[src/rtl/fpu_pkg.sv]
// Shared FPU definitions: compare/select opcodes, operand classes and the
// canonical quiet NaN. Class encoding is chosen so that numeric order of the
// enum matches value order (N < Z < P).
package fpu_pkg;

    typedef enum logic [2:0] {
        OP_FEQ  = 3'd0,
        OP_FLT  = 3'd1,
        OP_FLE  = 3'd2,
        OP_FMIN = 3'd3,
        OP_FMAX = 3'd4
    } fcmp_op_e;

    typedef enum logic [1:0] {
        CLS_N = 2'd0,
        CLS_Z = 2'd1,
        CLS_P = 2'd2
    } fclass_e;

    localparam logic [31:0] FCMP_CANON_NAN = 32'h7FC0_0000;

    // Every exponent-zero encoding (both zeros and all subnormals) counts as zero.
    function automatic fclass_e fclass_of(input logic [31:0] x);
        if (x[30:23] == 8'h00) begin
            return CLS_Z;
        end else if (x[31]) begin
            return CLS_N;
        end else begin
            return CLS_P;
        end
    endfunction

    function automatic logic is_nan(input logic [31:0] x);
        return (x[30:23] == 8'hFF) && (x[22:0] != 23'd0);
    endfunction

endpackage

[src/rtl/fcmp_classify.sv]
// Combinational operand classifier feeding the S1 registers of fcmp_pipe.
// Produces both operand classes plus the 31-bit magnitude compare.
// With FCMP_NAN_EN defined it also flags NaN operands.
module fcmp_classify
    import fpu_pkg::*;
(
    input  logic [31:0] x1,
    input  logic [31:0] x2,
    output fclass_e     c1,
    output fclass_e     c2,
    output logic        mag_lt,
    output logic        mag_eq
`ifdef FCMP_NAN_EN
    ,
    output logic        nan1,
    output logic        nan2
`endif
);

    assign c1     = fclass_of(x1);
    assign c2     = fclass_of(x2);
    assign mag_lt = x1[30:0] < x2[30:0];
    assign mag_eq = x1[30:0] == x2[30:0];

`ifdef FCMP_NAN_EN
    assign nan1 = is_nan(x1);
    assign nan2 = is_nan(x2);
`endif

endmodule

[src/rtl/fcmp_pipe.sv]
// Two-stage handshaked floating-point compare/select (FEQ/FLT/FLE/FMIN/FMAX).
// S1 holds operands, classes and magnitude compare; S2 holds the result.
// in_ready depends combinationally on out_ready so a full pipe can pop and
// push in the same cycle. Define FCMP_NAN_EN to enable NaN handling.
module fcmp_pipe
    import fpu_pkg::*;
#(
    parameter int TAG_W = 5
) (
    input  logic             clk,
    input  logic             rst,
    input  logic             in_valid,
    output logic             in_ready,
    input  logic [2:0]       in_op,
    input  logic [31:0]      in_x1,
    input  logic [31:0]      in_x2,
    input  logic [TAG_W-1:0] in_tag,
    output logic             out_valid,
    input  logic             out_ready,
    output logic [31:0]      out_y,
    output logic [TAG_W-1:0] out_tag,
    output logic             out_illegal
);

    // Same-class ordering: negatives compare by reversed magnitude, zeros never less.
    function automatic logic less_than(input fclass_e c1, input fclass_e c2,
                                       input logic mlt, input logic meq);
        if (c1 != c2) begin
            return c1 < c2;
        end
        case (c1)
            CLS_P:   return mlt;
            CLS_N:   return !mlt && !meq;
            default: return 1'b0;
        endcase
    endfunction

    fclass_e cls1, cls2;
    logic    mag_lt, mag_eq;

    // S1 state
    logic             s1_v_q, s1_v_d;
    logic [2:0]       s1_op_q, s1_op_d;
    logic [31:0]      s1_x1_q, s1_x1_d;
    logic [31:0]      s1_x2_q, s1_x2_d;
    logic [TAG_W-1:0] s1_tag_q, s1_tag_d;
    fclass_e          s1_c1_q, s1_c1_d;
    fclass_e          s1_c2_q, s1_c2_d;
    logic             s1_mlt_q, s1_mlt_d;
    logic             s1_meq_q, s1_meq_d;

    // S2 state
    logic             s2_v_q, s2_v_d;
    logic [31:0]      s2_y_q, s2_y_d;
    logic [TAG_W-1:0] s2_tag_q, s2_tag_d;
    logic             s2_ill_q, s2_ill_d;

    logic        s1_adv, s2_adv;
    logic        eq, lt, le, both_z;
    logic [31:0] res_y;
    logic        res_ill;

`ifdef FCMP_NAN_EN
    logic nan1, nan2;
    logic s1_nan1_q, s1_nan1_d;
    logic s1_nan2_q, s1_nan2_d;
`endif

    fcmp_classify u_classify (
        .x1     (in_x1),
        .x2     (in_x2),
        .c1     (cls1),
        .c2     (cls2),
        .mag_lt (mag_lt),
        .mag_eq (mag_eq)
`ifdef FCMP_NAN_EN
        ,
        .nan1   (nan1),
        .nan2   (nan2)
`endif
    );

    // Handshake, result selection from S1, and next-state for both stages.
    always_comb begin
        s2_adv = !s2_v_q || out_ready;
        s1_adv = !s1_v_q || s2_adv;

        eq     = (s1_c1_q == s1_c2_q) && ((s1_c1_q == CLS_Z) || s1_meq_q);
        lt     = less_than(s1_c1_q, s1_c2_q, s1_mlt_q, s1_meq_q);
        le     = lt || eq;
        both_z = (s1_c1_q == CLS_Z) && (s1_c2_q == CLS_Z);

        res_y   = 32'd0;
        res_ill = 1'b0;
        case (s1_op_q)
            OP_FEQ:  res_y = {31'd0, eq};
            OP_FLT:  res_y = {31'd0, lt};
            OP_FLE:  res_y = {31'd0, le};
            OP_FMIN: res_y = (both_z || le)  ? s1_x1_q : s1_x2_q;
            OP_FMAX: res_y = (both_z || !le) ? s1_x1_q : s1_x2_q;
            default: res_ill = 1'b1;
        endcase

`ifdef FCMP_NAN_EN
        // Any NaN makes the flags false; min/max prefer the non-NaN operand.
        if (s1_nan1_q || s1_nan2_q) begin
            case (s1_op_q)
                OP_FEQ, OP_FLT, OP_FLE: res_y = 32'd0;
                OP_FMIN, OP_FMAX: begin
                    if (s1_nan1_q && s1_nan2_q) begin
                        res_y = FCMP_CANON_NAN;
                    end else if (s1_nan1_q) begin
                        res_y = s1_x2_q;
                    end else begin
                        res_y = s1_x1_q;
                    end
                end
                default: res_y = 32'd0;
            endcase
        end
`endif

        s1_v_d   = s1_v_q;
        s1_op_d  = s1_op_q;
        s1_x1_d  = s1_x1_q;
        s1_x2_d  = s1_x2_q;
        s1_tag_d = s1_tag_q;
        s1_c1_d  = s1_c1_q;
        s1_c2_d  = s1_c2_q;
        s1_mlt_d = s1_mlt_q;
        s1_meq_d = s1_meq_q;
`ifdef FCMP_NAN_EN
        s1_nan1_d = s1_nan1_q;
        s1_nan2_d = s1_nan2_q;
`endif
        s2_v_d   = s2_v_q;
        s2_y_d   = s2_y_q;
        s2_tag_d = s2_tag_q;
        s2_ill_d = s2_ill_q;

        if (s2_adv) begin
            s2_v_d = s1_v_q;
            if (s1_v_q) begin
                s2_y_d   = res_y;
                s2_tag_d = s1_tag_q;
                s2_ill_d = res_ill;
            end
        end

        if (s1_adv) begin
            s1_v_d   = in_valid;
            s1_op_d  = in_op;
            s1_x1_d  = in_x1;
            s1_x2_d  = in_x2;
            s1_tag_d = in_tag;
            s1_c1_d  = cls1;
            s1_c2_d  = cls2;
            s1_mlt_d = mag_lt;
            s1_meq_d = mag_eq;
`ifdef FCMP_NAN_EN
            s1_nan1_d = nan1;
            s1_nan2_d = nan2;
`endif
        end
    end

    // Valid flags and visible outputs; reset discards everything in flight.
    always_ff @(posedge clk) begin
        if (rst) begin
            s1_v_q   <= 1'b0;
            s2_v_q   <= 1'b0;
            s2_y_q   <= 32'd0;
            s2_tag_q <= '0;
            s2_ill_q <= 1'b0;
        end else begin
            s1_v_q   <= s1_v_d;
            s2_v_q   <= s2_v_d;
            s2_y_q   <= s2_y_d;
            s2_tag_q <= s2_tag_d;
            s2_ill_q <= s2_ill_d;
        end
    end

    // S1 payload; qualified by s1_v_q so it needs no reset.
    always_ff @(posedge clk) begin
        s1_op_q  <= s1_op_d;
        s1_x1_q  <= s1_x1_d;
        s1_x2_q  <= s1_x2_d;
        s1_tag_q <= s1_tag_d;
        s1_c1_q  <= s1_c1_d;
        s1_c2_q  <= s1_c2_d;
        s1_mlt_q <= s1_mlt_d;
        s1_meq_q <= s1_meq_d;
`ifdef FCMP_NAN_EN
        s1_nan1_q <= s1_nan1_d;
        s1_nan2_q <= s1_nan2_d;
`endif
    end

    assign in_ready    = s1_adv;
    assign out_valid   = s2_v_q;
    assign out_y       = s2_y_q;
    assign out_tag     = s2_tag_q;
    assign out_illegal = s2_ill_q;

endmodule

[config.mk]
export PLATFORM = sky130hd
export DESIGN_NAME = fcmp_pipe
export DESIGN_NICKNAME = d
export VERILOG_FILES = /design/src/rtl/fpu_pkg.sv /design/src/rtl/fcmp_classify.sv /design/src/rtl/fcmp_pipe.sv
export SDC_FILE = /design/constraint.sdc
export NUM_CORES = 1
export LEC_CHECK = 0
export ABC_CLOCK_PERIOD_IN_PS = 5000
export CAP_MARGIN = 40
export CORE_ASPECT_RATIO = 0.6
export CORE_MARGIN = 2
export CORE_UTILIZATION = 54
export DETAILED_ROUTE_END_ITERATION = 8
export PLACE_DENSITY = 0.92
export REMOVE_ABC_BUFFERS = 1
export SYNTH_ARGS = -nofsm -noshare
export SYNTH_HDL_FRONTEND = slang
export SYNTH_SLANG_ARGS = --single-unit
[constraint.sdc]
create_clock -name clk -period 5 [get_ports clk]
set_input_delay 1 -clock clk [delete_from_list [all_inputs] [get_ports clk]]
set_output_delay 1 -clock clk [all_outputs]
set_load 0.05 [all_outputs]
* Yosys cells after proc, flatten, opt, wreduce, memory -nomap -nowiden
Cells that the tools add are included.
Cells by class: order comparisons 2, eq/ne operators 10, mux-type cells 10, reductions and logical operators 20
Operators with widths (number):
- $pmux 32 s5 | 1
- $mux 32 | 2
- $eq 31x31->1 | 1
- $lt 31x31->1 | 1
- $logic_not 8->1 | 2
- $eq 3x2->1 const B | 2
- $logic_or 1x1->1 | 6
- $logic_not 1->1 | 5
- $reduce_or 5->1 | 1
- $eq 2x1->1 const B | 2
- $mux 1 | 4
- $mux 2 | 2
- $eq 3x1->1 const B | 1
- $eq 3x3->1 const B | 1
- $logic_and 1x1->1 | 3
- $logic_not 3->1 | 1
- $eq 2x2->1 | 1
- $eq 2x2->1 const B | 1
- $logic_not 2->1 | 1
- $lt 2x2->1 | 1
- $ne 2x2->1 | 1
- $pmux 1 s2 | 1
- $reduce_and 2->1 | 1
Word-level totals: register bits 118, input port bits 76, word-level logic and storage cells 55

* Longest topological paths before layout
Gate-level depths: netlist (run 1).
depth in word-level cells 9, mapped depth 9, gate-level depth less buffers 8

* Modules after synthesis
Synthesis (run 1) repeated with hierarchy kept, for this count alone.
Unflattened totals: cells, all modules 371, area total of the unflattened synthesis 4957.3 µm²
By module, submodules not included:
- fcmp_pipe | times used 1, cells an instance 251, area an instance 4136.5 µm²
- fcmp_classify | times used 1, cells an instance 120, area an instance 820.8 µm²

* Least setup slack after synthesis (run 1)
Ideal clock, no wire load.
kind input -> output, start input port out_ready, end output port in_ready, arrival time 3.019 ns, data required time 4.000 ns, slack 0.981 ns, stages 2, buffers on the path 0, cells stage by stage nor2b_1 -> nand2_1
Between the ends: word-level cells in the longest chain between the ends 2
RTL lines:
- from (decl) | line fcmp_pipe.sv:19 | input logic out_ready,
- $logic_or 1x1->1 | line fcmp_pipe.sv:85 | s2_adv = !s2_v_q || out_ready;
- $logic_or 1x1->1 | line fcmp_pipe.sv:86 | s1_adv = !s1_v_q || s2_adv;
- to (decl) | line fcmp_pipe.sv:13 | output logic in_ready,
No other way between the ends.

* Worst setup path in the final report (run 1)
Ends and elaborated chain as after synthesis.

==> impl_metrics.json, run 1 <==
{
  "syn-cell-area_um2": 4996,
  "cts_resized": 0,
  "drv_cap": 0,
  "ios": 116,
  "cp_slowest_stage_delay_ns": 0.73,
  "skew_ns": 0.009079,
  "fp.dieW_um": 128.2,
  "r2r_cells": 7,
  "max-clock-path-buffers": 2,
  "hold_class": "register to register",
  "grt_antenna_before_repair": 0,
  "cts_tree": "built",
  "syn_avg_cell_area_um2": 13.58,
  "htreeDepth": 4,
  "initial_core_util_pct": 54.98,
  "multiInputGateArea_um2": 1643,
  "slew_headroom_pct": 61.84,
  "cts_hold_buf": 0,
  "post-cts-setup-buffers": 0,
  "layout_min_cycle_time_ns": 3.611,
  "grt-ovfl-total": 0,
  "num_rows": 27,
  "ir_drop_mv": 0.3155,
  "slew_viol_final": 0,
  "critPathRequiredTime_ns": 4.00,
  "crit_path_frequent_cell": "clkdlybuf4s50_1",
  "area_growth_pct": 37.54,
  "cp-end-kind": "output port",
  "register_area_um2": 3143,
  "drt_wl_total_um": 11320,
  "drive_gt1_share_pct": 8.644,
  "first_pass_iters": 5,
  "cp_top_family": "buffers and inverters",
  "clk_pin_slew_ns": 0.05,
  "route.vias.total": 3461,
  "worst-path-max-fanout": 4,
  "cp_num_cells": 4,
  "place_congestion": 0.9116,
  "finalNetCount": 605,
  "hold_viol": 0,
  "power.total_mw": 2.590,
  "finalSetupTns_ns": 0,
  "worst_pin_slew_ns": 0.5698,
  "clock_sinks": 118,
  "cts_buffers": 17,
  "clk_latency_ns": 0.41,
  "vias_per_cell": 5.538,
  "cellPowerDensity_nw_per_um2": 377.0,
  "antenna_left": 0,
  "antenna_cells": 0,
  "grt_max_degree": 43,
  "grt_pass1_wl_um": 17640,
  "drc": 0,
  "ys_seq_area_share_pct": 62.91,
  "synth_cell_type_count": 46,
  "cts_root_buffer": "clkbuf_16",
  "final-setup-viol-count": 0,
  "critical_path_arrival_ns": 2.61,
  "ys_seq_elements": 118,
  "critPathBufInv": 2,
  "fmax_mhz": 276.9,
  "fin_crit_sh_pct": 72.22,
  "rsz0062_at_grt": "false",
  "hpwlAfterDp_um": 7845,
  "portBuffers": 115,
  "crit_chain": "clkdlybuf4s50_1 -> nor2b_1 -> nand2_4 -> clkdlybuf4s50_1",
  "holdPathStages": 1,
  "dieArea_um2": 10060,
  "first_iter_violations": 214,
  "grt_pass1_vias": 3664,
  "worstSetupStartpointType": "input pin",
  "criticalPathCategory": "input pin to output port",
  "outcome": "finished, final reports clean",
  "grt_use_total_pct": 23.59,
  "core_area_um2": 9087,
  "post_drt_wl_per_cell_um": 18.12,
  "critPathSlowestCell": "clkdlybuf4s50_1",
  "fill_cells": 601,
  "p_leak_nw": 2.860,
  "dieHeight_um": 78.51,
  "synth_cells": 368,
  "synth_warnings": 0
}
==> cells in the final DEF, fill, tap and decap left out, types with 2 or more instances in the layout <==
cell             netlist  final
inv_1                 35     35
buf_4                  0      5
clkbuf_1               3      4
dfxtp_1               40     40
a211oi_1               2      2
a21oi_1               12     12
o21a_1                 2      2
clkbuf_16              0     19
and2_1                32     32
or4_1                  2      2
nand4_1                8      8
mux2i_1                7      7
nand2b_1               2      2
nor2_1                20     20
nand2_1                7      6
clkdlybuf4s50_1        0    115
clkinv_2               0      4
o21ai_0                4      4
edfxtp_1              78     78
mux2_1                 2      2
or3_1                  2      2
a21o_1                 6      6
nor3_1                 6      5
a221o_1               31     31
ha_1                  33     33
bufinv_16              0      3
nor2b_1                6      5
==> synthesized netlist by cell type (all sizes together) <==
master,n,area share [%]
a211o,1,0.18
a211oi,3,0.55
a21o,6,0.90
a21oi,13,1.5
a221o,31,6.2
a32oi,1,0.18
and2,32,4.0
and2b,1,0.18
and3b,1,0.18
and4,1,0.18
buf,7,1.4
clkbuf,4,0.50
dfxtp,40,16
edfxtp,78,47
ha,33,8.3
inv,35,2.6
mux2,3,0.75
mux2i,7,1.4
nand2,7,0.53
nand2b,3,0.43
nand3,1,0.10
nand4,8,1.0
nor2,21,1.6
nor2b,6,0.75
nor3,6,0.60
nor4b,1,0.30
o2111ai,1,0.18
o211ai,1,0.15
o21a,2,0.30
o21ai,5,0.50
o21bai,1,0.15
o221a,1,0.40
o221ai,1,0.18
o41ai,1,0.18
or3,2,0.25
or4,2,0.30
xnor2,1,0.18
==> worst reg2reg max path: stages (launching register included) <==
cell,delay (ns)
edfxtp_1,0.47
ha_1,0.39
nand2_1,0.11
a211oi_2,0.30
nor2_2,0.09
mux2_4,0.31
o221a_4,0.41
a221o_1,0.41
==> report_power, final <==
part           internal (mW)  leakage [nW]  switching, mW  total, mW
combinational          0.111          1.40          0.108      0.219
sequential              1.08          1.15         0.0180       1.10
clock                  0.853         0.309          0.416       1.27
==> flip-flops by register name, summed over array words and instances, names as in the netlist <==
signal and cells:
s1_meq_q 1, s1_op_q 3, out_valid 1, s1_tag_q 5, s1_c2_q 2, out_tag 5, s1_x2_q 32, s1_mlt_q 1
s1_c1_q 2, s1_v_q 1, s1_x1_q 32, out_illegal 1, out_y 32
==> routing by layer <==
metal / part of all wire, % / global-route usage (%) / vias up / wire length (um)
met5: 0 / 0 / - / 0
met4: 2.3 / 12.20 / 0 / 257
met3: 6.1 / 7.089 / 21 / 694
met2: 47 / 37.70 / 127 / 5272
met1: 45 / 29.27 / 1675 / 5099
li1: - / - / 1638 / -
==> path summary, 6_finish.rpt <==
check / from / endpoint / slack, ns
min: s1_x2_q[13] / out_y[13] / 0.46
max: out_ready / in_ready / 1.39
min reg2reg: s1_x2_q[13] / out_y[13] / 0.46
max reg2reg: s1_c1_q[1] / out_y[5] / 2.38
==> cell families after synthesis <==
kind of cell / share of synthesized area (%)
flops: 62.91
simple gates: 10.42
compound gates: 11.57
buf+inv: 4.508
fa+ha+maj: 8.265
mux: 2.154
xor+xnor: 0.1753
==> cell type report <==
type,count,share of cell area (%)
Inverter,35,1.912
Timing Repair Buffer,120,17.30
Sequential cell,118,45.74
Clock inverter,8,1.693
Clock buffer,24,7.338
Multi-Input combinational cell,204,23.91
Tap cell,116,2.112
==> stage by stage <==
stage                     utilization (%)  setup slack (ns)  cells  hold slack (ns)  area [um2]
final                               75.62             1.389    625           0.4641        6872
after floorplan                         -            0.9807    357           0.4483        4902
after global routing                75.62             1.319    625           0.4703        6872
after global placement              68.79             1.440    593           0.4492        6251
after detailed placement            68.79             1.452    593           0.4547        6251
after CTS                           75.62             1.369    625           0.4669        6872
Note: power is estimated with default switching activity, not from simulation.
==> run 2, diff against run 1 <==
Settings changed: ABC_CLOCK_PERIOD_IN_PS 5000 to 3600, CORE_UTILIZATION 54 to 50, PLACE_DENSITY 0.92 to 0.87.
Clock period 5 ns to 3.6 ns, I/O delays scaled along.
==> impl_metrics.json, run 2 (synthesized netlist as in run 1, its figures left out) <==
{
  "outcome": "finished, final reports clean",
  "initial_core_util_pct": 51.11,
  "layout_min_cycle_time_ns": 2.628,
  "grt_max_degree": 41,
  "antenna_left": 0,
  "drive_gt1_share_pct": 9.037,
  "criticalPathCategory": "register to register",
  "critical_path_arrival_ns": 2.91,
  "ios": 116,
  "cts_root_buffer": "clkbuf_16",
  "critPathSlowestCell": "edfxtp_1",
  "worstReg2RegEnd": "out_y[14]",
  "clock_sinks": 118,
  "ir_drop_mv": 0.3245,
  "grt_use_total_pct": 22.35,
  "num_rows": 28,
  "critPathRequiredTime_ns": 3.88,
  "finalSetupTns_ns": 0,
  "cp-end-kind": "register",
  "cp_slowest_stage_delay_ns": 0.48,
  "final_common_cell": "clkdlybuf4s50_1",
  "power.total_mw": 3.511,
  "drv_cap": 0,
  "grt_antenna_before_repair": 0,
  "skew_ns": 0.01077,
  "dieHeight_um": 81.43,
  "grt_pass1_vias": 3590,
  "antenna_cells": 0,
  "cts_tree": "built",
  "crit_end": "out_y[14]",
  "worst-path-max-fanout": 31,
  "hpwlAfterDp_um": 7736,
  "post-cts-setup-buffers": 0,
  "setup.worst_path.start": "s1_c1_q[1]",
  "drt_wl_total_um": 11310,
  "htreeDepth": 4,
  "area_growth_pct": 37.64,
  "hold_class": "register to register",
  "cellPowerDensity_nw_per_um2": 510.6,
  "crit_chain": "ha_1 -> nand2_1 -> a211oi_2 -> nor2_2 -> mux2_4 -> o221a_4 -> a221o_1",
  "min_from": "s1_x2_q[1]",
  "fmax_mhz": 380.5,
  "finalNetCount": 605,
  "portBuffers": 115,
  "grt_pass1_wl_um": 18030,
  "max-clock-path-buffers": 2,
  "fin_util_pct": 70.35,
  "drc": 0,
  "r2r-start": "s1_c1_q[1]",
  "cts_resized": 0,
  "fin_crit_sh_pct": 73.00,
  "cp_num_cells": 7,
  "slew_headroom_pct": 64.47,
  "cp_top_family": "compound AO/OA/AOI/OAI gates",
  "pre_cts_ws_ns": 0.8138,
  "vias_per_cell": 5.357,
  "grt-ovfl-total": 0,
  "p_leak_nw": 2.850,
  "first_pass_iters": 4,
  "place_congestion": 0.8903,
  "slew_viol_final": 0,
  "hold_viol": 0,
  "route.vias.total": 3450,
  "r2r_cells": 7,
  "worstSetupStartpointType": "register",
  "post_drt_wl_per_cell_um": 17.56,
  "dieArea_um2": 10830,
  "cts_hold_buf": 0,
  "cts_buffers": 17,
  "clk_pin_slew_ns": 0.05,
  "clk_latency_ns": 0.40,
  "first_iter_violations": 234,
  "mostFrequentLayoutCells": "clkdlybuf4s50_1, edfxtp_1, dfxtp_1",
  "rsz0062_at_grt": "false",
  "finalWorstSetupSlack_ns": 0.9719,
  "final-setup-viol-count": 0,
  "worst_pin_slew_ns": 0.5329,
  "core_area_um2": 9774,
  "hold-worst-slack_ns": 0.4633,
  "critPathBufInv": 0,
  "r2r_slack_ns": 0.97,
  "fp.dieW_um": 133.1
}
## run 2: changes by cell type in the layout (fill, tap and decap cells not counted)
| cell | delta |
|---|---|
| clkbuf_16 | -2 |
| clkbuf_1 | -1 |
| buf_12 | +1 |
| clkinvlp_4 | +1 |
| clkbuf_8 | +1 |
| clkinv_2 | +2 |
| inv_4 | -1 |
| clkdlybuf4s50_1 | -1 |
## run 2: routing by layer
metal | vias up | global-route usage [%] | part of all wire (%)
met5 | - | 0 | 0
met4 | 0 | 7.957 | 0.72
met3 | 10 | 7.654 | 6.8
met2 | 115 | 37.15 | 47
met1 | 1686 | 27.78 | 46
li1 | 1639 | - | -
## run 2: through the flow
stage	cell area, um2	instances
final	6877	644
after global routing	6877	644
after CTS	6877	644
after detailed placement	6285	612
after global placement	6285	612
after floorplan	4902	357
## run 2: layout make-up
type | count | area [um2]
Clock buffer | 22 | 464.2
Clock inverter | 10 | 127.6
Fill cell | 648 | 2898
Inverter | 35 | 131.4
Multi-Input combinational cell | 204 | 1643
Sequential cell | 118 | 3143
Tap cell | 135 | 168.9
Timing Repair Buffer | 120 | 1199
## run 2: worst min-delay path by stage
stage,depth (start not counted),slack [ns],end
2_1_floorplan,1,0.45,out_y[10]
6_report,1,0.46,out_y[1]
3_3_place_gp,1,0.45,out_y[13]
3_5_place_dp,1,0.46,out_y[21]
5_1_grt,1,0.48,out_y[2]
4_1_cts,1,0.47,out_y[28]
## run 2: power breakdown
| part | internal (mW) | total, mW | switching [mW] | leakage, nW |
|---|---|---|---|---|
| clock | 1.12 | 1.68 | 0.560 | 0.293 |
| sequential | 1.51 | 1.53 | 0.0242 | 1.15 |
| combinational | 0.155 | 0.303 | 0.149 | 1.40 |
| total | 2.78 | 3.51 | 0.733 | 2.85 |
